File: src/rtl/operand_fetch_pkg.sv
// Shared instruction-field decode for operand fetch and write-back, so both
// ends of the pipeline agree on which registers an instruction reads and writes.
package operand_fetch_pkg;

   localparam int DATA_W_DEF = 16;
   localparam int AW_DEF     = 3;
   localparam int INSTR_W    = 16;

   localparam int OP1_MSB = 15;
   localparam int OP1_LSB = 14;
   localparam int RA_MSB  = 13;
   localparam int RA_LSB  = 11;
   localparam int RB_MSB  = 10;
   localparam int RB_LSB  = 8;
   localparam int OP3_MSB = 7;
   localparam int OP3_LSB = 4;

   typedef enum logic [1:0] {
      OP1_LD  = 2'b00,
      OP1_ST  = 2'b01,
      OP1_IMM = 2'b10,
      OP1_ALU = 2'b11
   } op1_e;

   function automatic op1_e get_op1(input logic [INSTR_W-1:0] instr);
      return op1_e'(instr[OP1_MSB:OP1_LSB]);
   endfunction

   function automatic logic [2:0] get_ra(input logic [INSTR_W-1:0] instr);
      return instr[RA_MSB:RA_LSB];
   endfunction

   function automatic logic [2:0] get_rb(input logic [INSTR_W-1:0] instr);
      return instr[RB_MSB:RB_LSB];
   endfunction

   function automatic logic [3:0] get_op3(input logic [INSTR_W-1:0] instr);
      return instr[OP3_MSB:OP3_LSB];
   endfunction

   function automatic logic op3_no_write(input logic [3:0] op3);
      return (op3 == 4'd7) || (op3 == 4'd13) || (op3 == 4'd14) || (op3 == 4'd15);
   endfunction

   // op2 shares the Ra field position
   function automatic logic op2_writes(input logic [2:0] op2);
      return (op2 == 3'b000) || (op2 == 3'b001) || (op2 == 3'b010);
   endfunction

   function automatic logic uses_ra(input logic [INSTR_W-1:0] instr);
      op1_e op1;
      op1 = get_op1(instr);
      return (op1 == OP1_ALU) || (op1 == OP1_ST);
   endfunction

   function automatic logic uses_rb(input logic [INSTR_W-1:0] instr);
      op1_e       op1;
      logic [2:0] op2;
      op1 = get_op1(instr);
      op2 = get_ra(instr);
      if (op1 == OP1_IMM)
         return (op2 == 3'b001) || (op2 == 3'b010);
      return 1'b1;
   endfunction

   function automatic logic dest_we(input logic [INSTR_W-1:0] instr);
      logic r;
      r = 1'b0;
      case (get_op1(instr))
         OP1_LD:  r = 1'b1;
         OP1_ALU: r = !op3_no_write(get_op3(instr));
         OP1_IMM: r = op2_writes(get_ra(instr));
         default: r = 1'b0;
      endcase
      return r;
   endfunction

   function automatic logic [2:0] dest_addr(input logic [INSTR_W-1:0] instr);
      return (get_op1(instr) == OP1_LD) ? get_ra(instr) : get_rb(instr);
   endfunction

endpackage

File: src/rtl/operand_fetch_reg_file_2r1w.sv
// 8-entry register file: one synchronous write port, two combinational reads.
module reg_file_2r1w #(
   parameter int DATA_W = 16,
   parameter int AW     = 3
) (
   input  logic              clock,
   input  logic              reset_n,
   input  logic              i_we,
   input  logic [AW-1:0]     i_waddr,
   input  logic [DATA_W-1:0] i_wdata,
   input  logic [AW-1:0]     i_raddr_a,
   input  logic [AW-1:0]     i_raddr_b,
   output logic [DATA_W-1:0] o_rdata_a,
   output logic [DATA_W-1:0] o_rdata_b
);

   localparam int DEPTH = 1 << AW;

   logic [DATA_W-1:0] r_mem [DEPTH];

   always_ff @(posedge clock or negedge reset_n) begin
      if (!reset_n) begin
         for (int i = 0; i < DEPTH; i++) r_mem[i] <= '0;
      end else if (i_we) begin
         r_mem[i_waddr] <= i_wdata;
      end
   end

   assign o_rdata_a = r_mem[i_raddr_a];
   assign o_rdata_b = r_mem[i_raddr_b];

endmodule

File: src/rtl/operand_fetch.sv
// Operand fetch: decodes sources, reads the register file with write-back
// bypass, tracks pending writes, and hands a registered bundle to execute.
module operand_fetch
   import operand_fetch_pkg::*;
#(
   parameter int DATA_W = DATA_W_DEF,
   parameter int AW     = AW_DEF
) (
   input  logic              clock,
   input  logic              reset_n,
   input  logic              in_valid,
   output logic              in_ready,
   input  logic [15:0]       in_instr,
   input  logic              wr_en,
   input  logic [AW-1:0]     wr_addr,
   input  logic [DATA_W-1:0] wr_data,
   output logic              out_valid,
   input  logic              out_ready,
   output logic [15:0]       out_instr,
   output logic [DATA_W-1:0] op_a,
   output logic [DATA_W-1:0] op_b,
   output logic [AW-1:0]     out_rd,
   output logic              out_we
);

   localparam int NREG = 1 << AW;

   logic [NREG-1:0]   r_pending;
   logic [NREG-1:0]   w_pending_nxt;
   logic [AW-1:0]     w_ra;
   logic [AW-1:0]     w_rb;
   logic [AW-1:0]     w_dest;
   logic              w_use_a;
   logic              w_use_b;
   logic              w_dest_we;
   logic [DATA_W-1:0] w_rf_a;
   logic [DATA_W-1:0] w_rf_b;
   logic [DATA_W-1:0] w_opnd_a;
   logic [DATA_W-1:0] w_opnd_b;
   logic              w_hit_a;
   logic              w_hit_b;
   logic              w_hit_d;
   logic              w_stall;
   logic              w_issue;

   assign w_ra      = get_ra(in_instr);
   assign w_rb      = get_rb(in_instr);
   assign w_dest    = dest_addr(in_instr);
   assign w_use_a   = uses_ra(in_instr);
   assign w_use_b   = uses_rb(in_instr);
   assign w_dest_we = dest_we(in_instr);

   reg_file_2r1w #(.DATA_W(DATA_W), .AW(AW)) u_rf (
      .clock     (clock),
      .reset_n   (reset_n),
      .i_we      (wr_en),
      .i_waddr   (wr_addr),
      .i_wdata   (wr_data),
      .i_raddr_a (w_ra),
      .i_raddr_b (w_rb),
      .o_rdata_a (w_rf_a),
      .o_rdata_b (w_rf_b)
   );

   assign w_hit_a  = wr_en && (wr_addr == w_ra);
   assign w_hit_b  = wr_en && (wr_addr == w_rb);
   assign w_hit_d  = wr_en && (wr_addr == w_dest);
   assign w_opnd_a = w_hit_a ? wr_data : w_rf_a;
   assign w_opnd_b = w_hit_b ? wr_data : w_rf_b;

   // A pending register being written this cycle is resolved by the bypass
   assign w_stall = (w_use_a   && r_pending[w_ra]   && !w_hit_a) ||
                    (w_use_b   && r_pending[w_rb]   && !w_hit_b) ||
                    (w_dest_we && r_pending[w_dest] && !w_hit_d);

   assign in_ready = !w_stall && (!out_valid || out_ready);
   assign w_issue  = in_valid && in_ready;

   // Set by issue is applied after the clear so it wins on a collision
   always_comb begin
      w_pending_nxt = r_pending;
      if (wr_en) w_pending_nxt[wr_addr] = 1'b0;
      if (w_issue && w_dest_we) w_pending_nxt[w_dest] = 1'b1;
   end

   always_ff @(posedge clock or negedge reset_n) begin
      if (!reset_n) begin
         r_pending <= '0;
         out_valid <= 1'b0;
         out_instr <= '0;
         op_a      <= '0;
         op_b      <= '0;
         out_rd    <= '0;
         out_we    <= 1'b0;
      end else begin
         r_pending <= w_pending_nxt;
         if (w_issue) begin
            out_valid <= 1'b1;
            out_instr <= in_instr;
            op_a      <= w_opnd_a;
            op_b      <= w_opnd_b;
            out_rd    <= w_dest;
            out_we    <= w_dest_we;
         end else if (out_ready) begin
            out_valid <= 1'b0;
         end
      end
   end

endmodule

File: config.mk
export PLATFORM = sky130hd
export DESIGN_NAME = operand_fetch
export DESIGN_NICKNAME = d
export VERILOG_FILES = /design/src/rtl/operand_fetch_pkg.sv /design/src/rtl/operand_fetch_reg_file_2r1w.sv /design/src/rtl/operand_fetch.sv
export SDC_FILE = /design/constraint.sdc
export NUM_CORES = 1
export LEC_CHECK = 0
export ABC_AREA = 0
export BUFFER_PORTS_ARGS = -buffer_cell sky130_fd_sc_hd__buf_2
export CAP_MARGIN = 20
export CORE_ASPECT_RATIO = 1.2
export CORE_UTILIZATION = 60
export DETAILED_ROUTE_END_ITERATION = 6
export PLACE_DENSITY_LB_ADDON = 0.2
export SLEW_MARGIN = 20
export SYNTH_ARGS = -nofsm -noshare
export SYNTH_HDL_FRONTEND = slang
export SYNTH_SLANG_ARGS = --single-unit
File: constraint.sdc
create_clock -name clock -period 3.3 [get_ports clock]
set_clock_uncertainty 0.2 [all_clocks]
set_input_delay 0.33 -clock clock [delete_from_list [all_inputs] [get_ports clock]]
set_output_delay 0.33 -clock clock [all_outputs]
set_load 0.1 [all_outputs]
==> results of run 1 <==
[cells by family after synthesis]
kind of cell | share of synthesized area [%]
compound gates | 4.432
xor+xnor | 0.4333
fa+ha+maj | 0.09904
buf+inv | 3.788
flops | 46.79
mux | 40.34
simple gates | 4.110
[stage by stage]
| step | instances | hold slack, ns | instance area [um^2] |
|---|---|---|---|
| floorplan | 700 | -0.1656 | 10110 |
| global placement | 970 | 0.2006 | 10800 |
| detailed placement | 970 | 0.2222 | 10800 |
| CTS | 1011 | 0.04471 | 11470 |
| global route | 1011 | 0.05705 | 11470 |
| finish | 1011 | 0.06423 | 11470 |
[power groups by stage]
stage	clock network, mW	registers, mW	logic [mW]
5_1_grt	2.16	3.58	4.96
2_1_floorplan	0	5.75	1.68
3_5_place_dp	0	3.53	4.79
6_report	2.02	3.51	4.78
4_1_cts	2.06	3.49	4.80
3_3_place_gp	0	3.46	4.70
[registers in the layout, indices dropped and copies added, names as in the netlist]
name	cells
u_rf.r_mem	128
op_a	16
op_b	16
out_instr	16
r_pending	8
out_rd	3
out_valid	1
out_we	1
[worst max-delay path, cell delays in order (launching register included)]
cell      delay (ns)
dfrtp_1         0.43
nor4bb_1        0.31
a221oi_1        0.09
a221o_1         0.34
a2111o_1        0.47
nand3_1         0.13
inv_1           0.08
buf_12          0.17
[final timing paths]
check	to	start	cells after the start
worst min register to register	out_rd[2]$_DFFE_PN0P_	out_rd[2]$_DFFE_PN0P_	1
worst min-delay path	u_rf.r_mem[99]$_DFFE_PN0P_	wr_data[3]	2
worst max-delay path	in_ready	r_pending[7]$_DFF_PN0_	7
max in group asynchronous	u_rf.r_mem[38]$_DFFE_PN0P_	reset_n	3
min in group asynchronous	out_instr[11]$_DFFE_PN0P_	reset_n	2
worst max register to register	op_b[0]$_DFFE_PN0P_	r_pending[7]$_DFF_PN0_	7
[cell type report]
cell class,count,area [um^2],share of cell area (%)
clock inverter,14,152.6,1.331
clock buffer,18,429.2,3.742
multi-input combinational,438,5021,43.78
timing repair buffer,129,829.5,7.233
tap,212,265.3,2.313
inverter,11,41.29,0.3600
sequential,189,4730,41.24
[per-layer routing]
layer | track usage, % | vias up | wire length, um
li1 | - | 2814 | -
met1 | 39.64 | 3435 | 10380
met2 | 52.69 | 205 | 12900
met3 | 6.349 | 29 | 1153
met4 | 9.487 | 0 | 455
met5 | 0 | - | 0
[cells in the mapped netlist, types with 3 or more instances]
| library cell | count | area share, % |
|---|---|---|
| a21oi_1 | 19 | 0.94 |
| and2_1 | 6 | 0.37 |
| buf_1 | 18 | 0.67 |
| buf_12 | 5 | 0.99 |
| buf_2 | 15 | 0.74 |
| clkbuf_1 | 22 | 0.82 |
| dfrtp_1 | 189 | 47 |
| inv_1 | 9 | 0.33 |
| mux2_2 | 131 | 15 |
| mux2_4 | 49 | 7.3 |
| mux2i_1 | 38 | 3.8 |
| mux4_2 | 66 | 15 |
| nand2_1 | 26 | 0.97 |
| nand2b_1 | 4 | 0.25 |
| nand3_1 | 6 | 0.30 |
| nand4_1 | 3 | 0.19 |
| nand4b_1 | 3 | 0.26 |
| nor2_1 | 19 | 0.71 |
| nor3_1 | 3 | 0.15 |
| o2111ai_1 | 4 | 0.35 |
| o21ai_0 | 19 | 0.94 |
| o31ai_1 | 3 | 0.22 |
| o32ai_1 | 4 | 0.35 |
| xnor2_1 | 4 | 0.35 |
==> impl_metrics.tcl, run 1 <==
set metrics [dict create \
    syn_inst 700 \
    setup_ws_ns 0.3214 \
    p_seq_share_pct 34.0 \
    grt_setup_unrepaired "false" \
    slew_violations 0 \
    netSwitchingFraction_pct 46.00 \
    drive_above_1_share_pct 50.94 \
    overflow 0 \
    track_usage_pct 30.78 \
    grt_pass1_wl_um 39290 \
    die_h_um 144.2 \
    grt_pass1_vias 6987 \
    required_ns 2.77 \
    cts_inserted_buffers 17 \
    crit_fanout 5 \
    wl_per_cell_um 24.62 \
    finalSetupViolCount 0 \
    fin_nets 826 \
    hold_class "in -> reg" \
    powerDensity_nw_per_um2 899.2 \
    total_power_mw 10.31 \
    grt_antenna_before_repair 0 \
    path_class "reg -> out" \
    gp_congestion 0.9279 \
    synth-main-ff-cell "dfrtp_1" \
    synth_edf_count 0 \
    ys_seq_elements 189 \
    wl_um 24890 \
    hpwl_um 15890 \
    post_cts_resized 0 \
    cts.reportedPaths.clkPinSlew_ns 0.07 \
    drt-vias-per-instance 6.412 \
    syn_to_final_growth_pct 13.47 \
    nFillCells 1148 \
    num_vias 6483 \
    seq_area_frac_synth_pct 46.79 \
    regToRegSetupSlack_ns 0.59 \
    hold_viol 0 \
    cp-end-kind "primary output" \
    p_leak_nw 5.082 \
    grt_max_degree 78 \
    netlist_area_um2 10110 \
    drt-initial-drc-count 364 \
    worstMarginPinSlew_ns 0.7451 \
    max_slew_margin_pct 50.06 \
    first_pass_iters 5 \
    clkPwrFrac_pct 19.6 \
    peakVddDrop_v 0.0005278 \
    p_switching_mw 4.743 \
    layout_commonest_cell "dfrtp_1" \
    ys_async_sr_fraction_pct 100.0 \
    start_kind "register" \
    pre_cts_slack_ns 0.3538 \
    start_util_pct 61.87 \
    htreeDepth 4 \
    arrival_ns 2.45 \
    die_x_um 120.5 \
    syn_area_per_cell_um2 14.44 \
    fmax_mhz 335.7 \
    p_int_mw 5.569 \
    coreArea_um2 16340 \
    cts_root_buffer "clkbuf_16" \
    status "finished, final reports clean" \
    io_pins 94 \
    cts_sinks 189 \
    drt_drc_violations_left 0 \
    placementRows 51 \
    fin_crit_sh_pct 90.26 \
    syn-num-nets 740 \
    synth_cell_types 50 \
    pwr-share-comb_pct 46.4 \
    ctsHoldBuffers 9 \
    tns_ns 0 \
    ys_warn_count 0 \
    cts_setup_buffers 0 \
    worstSkewPairLatency_ns 0.43 \
    cts_tree "done" \
    clk_path_buf_depth 2 \
    postLayoutCoreUtil_pct 70.21 \
    die-area_um2 17370 \
    mostFrequentLayoutCells "189 x dfrtp_1, 131 x mux2_2, 91 x buf_2, 66 x mux4_2, 49 x mux2_4" \
    min_period_ns 2.979 \
    diodes 0 \
    io_buffer_count 93 \
    drt.antenna.violating_nets 0 \
    maxCapViolCount 0 \
]
Note: power is estimated with default switching activity, not from simulation.
==> inputs of run 2 (changes only) <==
- MAX_ROUTING_LAYER: not set -> met4
==> run 2 against run 1 <==
Compared with the run above: core utilization rose by 0.25 points; first-iteration DRC count up 47%; cell area rose by 0.35%; highest routed layer unchanged; largest cell class unchanged; sequential share of layout area shrank 0.14 points; clock-buffer cell count is 3 higher; clock power grew 5%; wire length decreased by 0.17%; setup slack gained 0.012 ns; register-to-register slack got worse by 0.03 ns.
==> impl_metrics.tcl, run 2 (synthesis results as in run 1) <==
set metrics [dict create \
    syn_to_final_growth_pct 13.86 \
    coreArea_um2 16340 \
    path_class "in -> out" \
    io_buffer_count 93 \
    cts_inserted_buffers 17 \
    hold_viol 0 \
    cp-end-kind "primary output" \
    cts.reportedPaths.clkPinSlew_ns 0.07 \
    hold_class "in -> reg" \
    fin_crit_sh_pct 89.89 \
    fmax_mhz 337.1 \
    peakVddDrop_v 0.0005436 \
    wl_um 24850 \
    placementRows 51 \
    post_cts_resized 0 \
    drt-vias-per-instance 6.431 \
    nFillCells 1159 \
    start_util_pct 61.87 \
    total_power_mw 10.41 \
    placed_cells 974 \
    mostFrequentLayoutCells "189 x dfrtp_1, 131 x mux2_2, 91 x buf_2, 66 x mux4_2, 49 x mux2_4" \
    arrival_ns 2.44 \
    die-area_um2 17370 \
    num_vias 6527 \
    largest_register_ff_count 128 \
    overflow 0 \
    first_pass_iters 6 \
    grt_setup_unrepaired "false" \
    clk_path_buf_depth 2 \
    min_period_ns 2.967 \
    drive_above_1_share_pct 50.93 \
    cts_sinks 189 \
    start_kind "input port" \
    layout_commonest_cell "dfrtp_1" \
    holdWs_ns 0.06412 \
    drt-initial-drc-count 534 \
    drt_drc_violations_left 0 \
    cts_tree "done" \
    diodes 0 \
    cts_root_buffer "clkbuf_16" \
    crit_fanout 2 \
    die_x_um 120.5 \
    io_pins 94 \
    regMostFlops "u_rf.r_mem" \
    maxCapViolCount 0 \
    powerDensity_nw_per_um2 904.8 \
    drt.antenna.violating_nets 0 \
    tns_ns 0 \
    multi_input_area_um2 5021 \
    die_h_um 144.2 \
    max_slew_margin_pct 46.14 \
    cts_setup_buffers 0 \
    finalSetupViolCount 0 \
    regArea_um2 4730 \
    wl_per_cell_um 24.48 \
    worstMarginPinSlew_ns 0.8036 \
    required_ns 2.77 \
    hpwl_um 16180 \
    slew_violations 0 \
    htreeDepth 4 \
    grt_pass1_wl_um 38940 \
    track_usage_pct 31.49 \
    final_cells 1015 \
    fin_nets 830 \
    grt_pass1_vias 6786 \
    gp_congestion 0.9710 \
    worstSkewPairLatency_ns 0.43 \
    grt_max_degree 68 \
    status "finished, final reports clean" \
    p_leak_nw 5.114 \
    grt_antenna_before_repair 0 \
]
==> run 2: worst max-delay path, cell delays in order <==
cell           delay, ns
dlygate4sd3_1       0.54
buf_2               0.14
maj3_1              0.35
nand3_1             0.12
o211ai_1            0.12
a2111o_1            0.46
nand3_1             0.13
inv_1               0.09
buf_12              0.17
==> run 2: routing by layer <==
layer | wire (um) | GRT usage (%) | vias up
li1 | - | - | 2817
met1 | 10410 | 40.79 | 3449
met2 | 12780 | 51.97 | 225
met3 | 1158 | 4.771 | 36
met4 | 496 | 9.227 | 0
met5 | 0 | - | -
==> run 2: report_power, final <==
part / leakage (nW) / internal (mW) / switching [mW] / total (mW)
registers: 2.27 / 3.02 / 0.504 / 3.52
logic: 2.54 / 1.48 / 3.29 / 4.77
clock network: 0.294 / 1.22 / 0.898 / 2.12
total: 5.11 / 5.72 / 4.69 / 10.4
==> run 2: worst paths after layout <==
path / from / slack, ns / end / depth (start not counted)
setup / recovery: in_instr[4] / 0.33 / in_ready / 9
hold / removal: in_valid / 0.06 / r_pending[0]$_DFF_PN0_ / 3
setup reg to reg: r_pending[7]$_DFF_PN0_ / 0.56 / op_b[0]$_DFFE_PN0P_ / 7
hold reg to reg: op_b[3]$_DFFE_PN0P_ / 0.31 / op_b[3]$_DFFE_PN0P_ / 1
max in group asynchronous: reset_n / 1.84 / u_rf.r_mem[111]$_DFFE_PN0P_ / 3
min in group asynchronous: reset_n / 0.26 / out_instr[9]$_DFFE_PN0P_ / 2
==> run 2: cell type report <==
class,count,area share (%)
multi-input combinational,438,43.63
sequential,189,41.10
timing repair buffer,133,7.360
clock buffer,21,3.914
tap,212,2.305
clock inverter,11,1.337
inverter,11,0.3588
==> run 2: timing repair <==
| action | in CTS | in global routing |
|---|---|---|
| setup endpoints to repair | 0 | 0 |
| hold endpoints to repair | 70 | 0 |
| hold buffers | 9 | 0 |
==> run 2: through the flow <==
step           worst slack [ns]  instance area [um^2]  utilization [%]
2_1_floorplan            0.4036                 10110                -
3_3_place_gp             0.3508                 10810            66.20
4_1_cts                  0.3407                 11510            70.45
5_1_grt                  0.2481                 11510            70.45
6_report                 0.3335                 11510            70.45
3_5_place_dp             0.3293                 10810            66.20
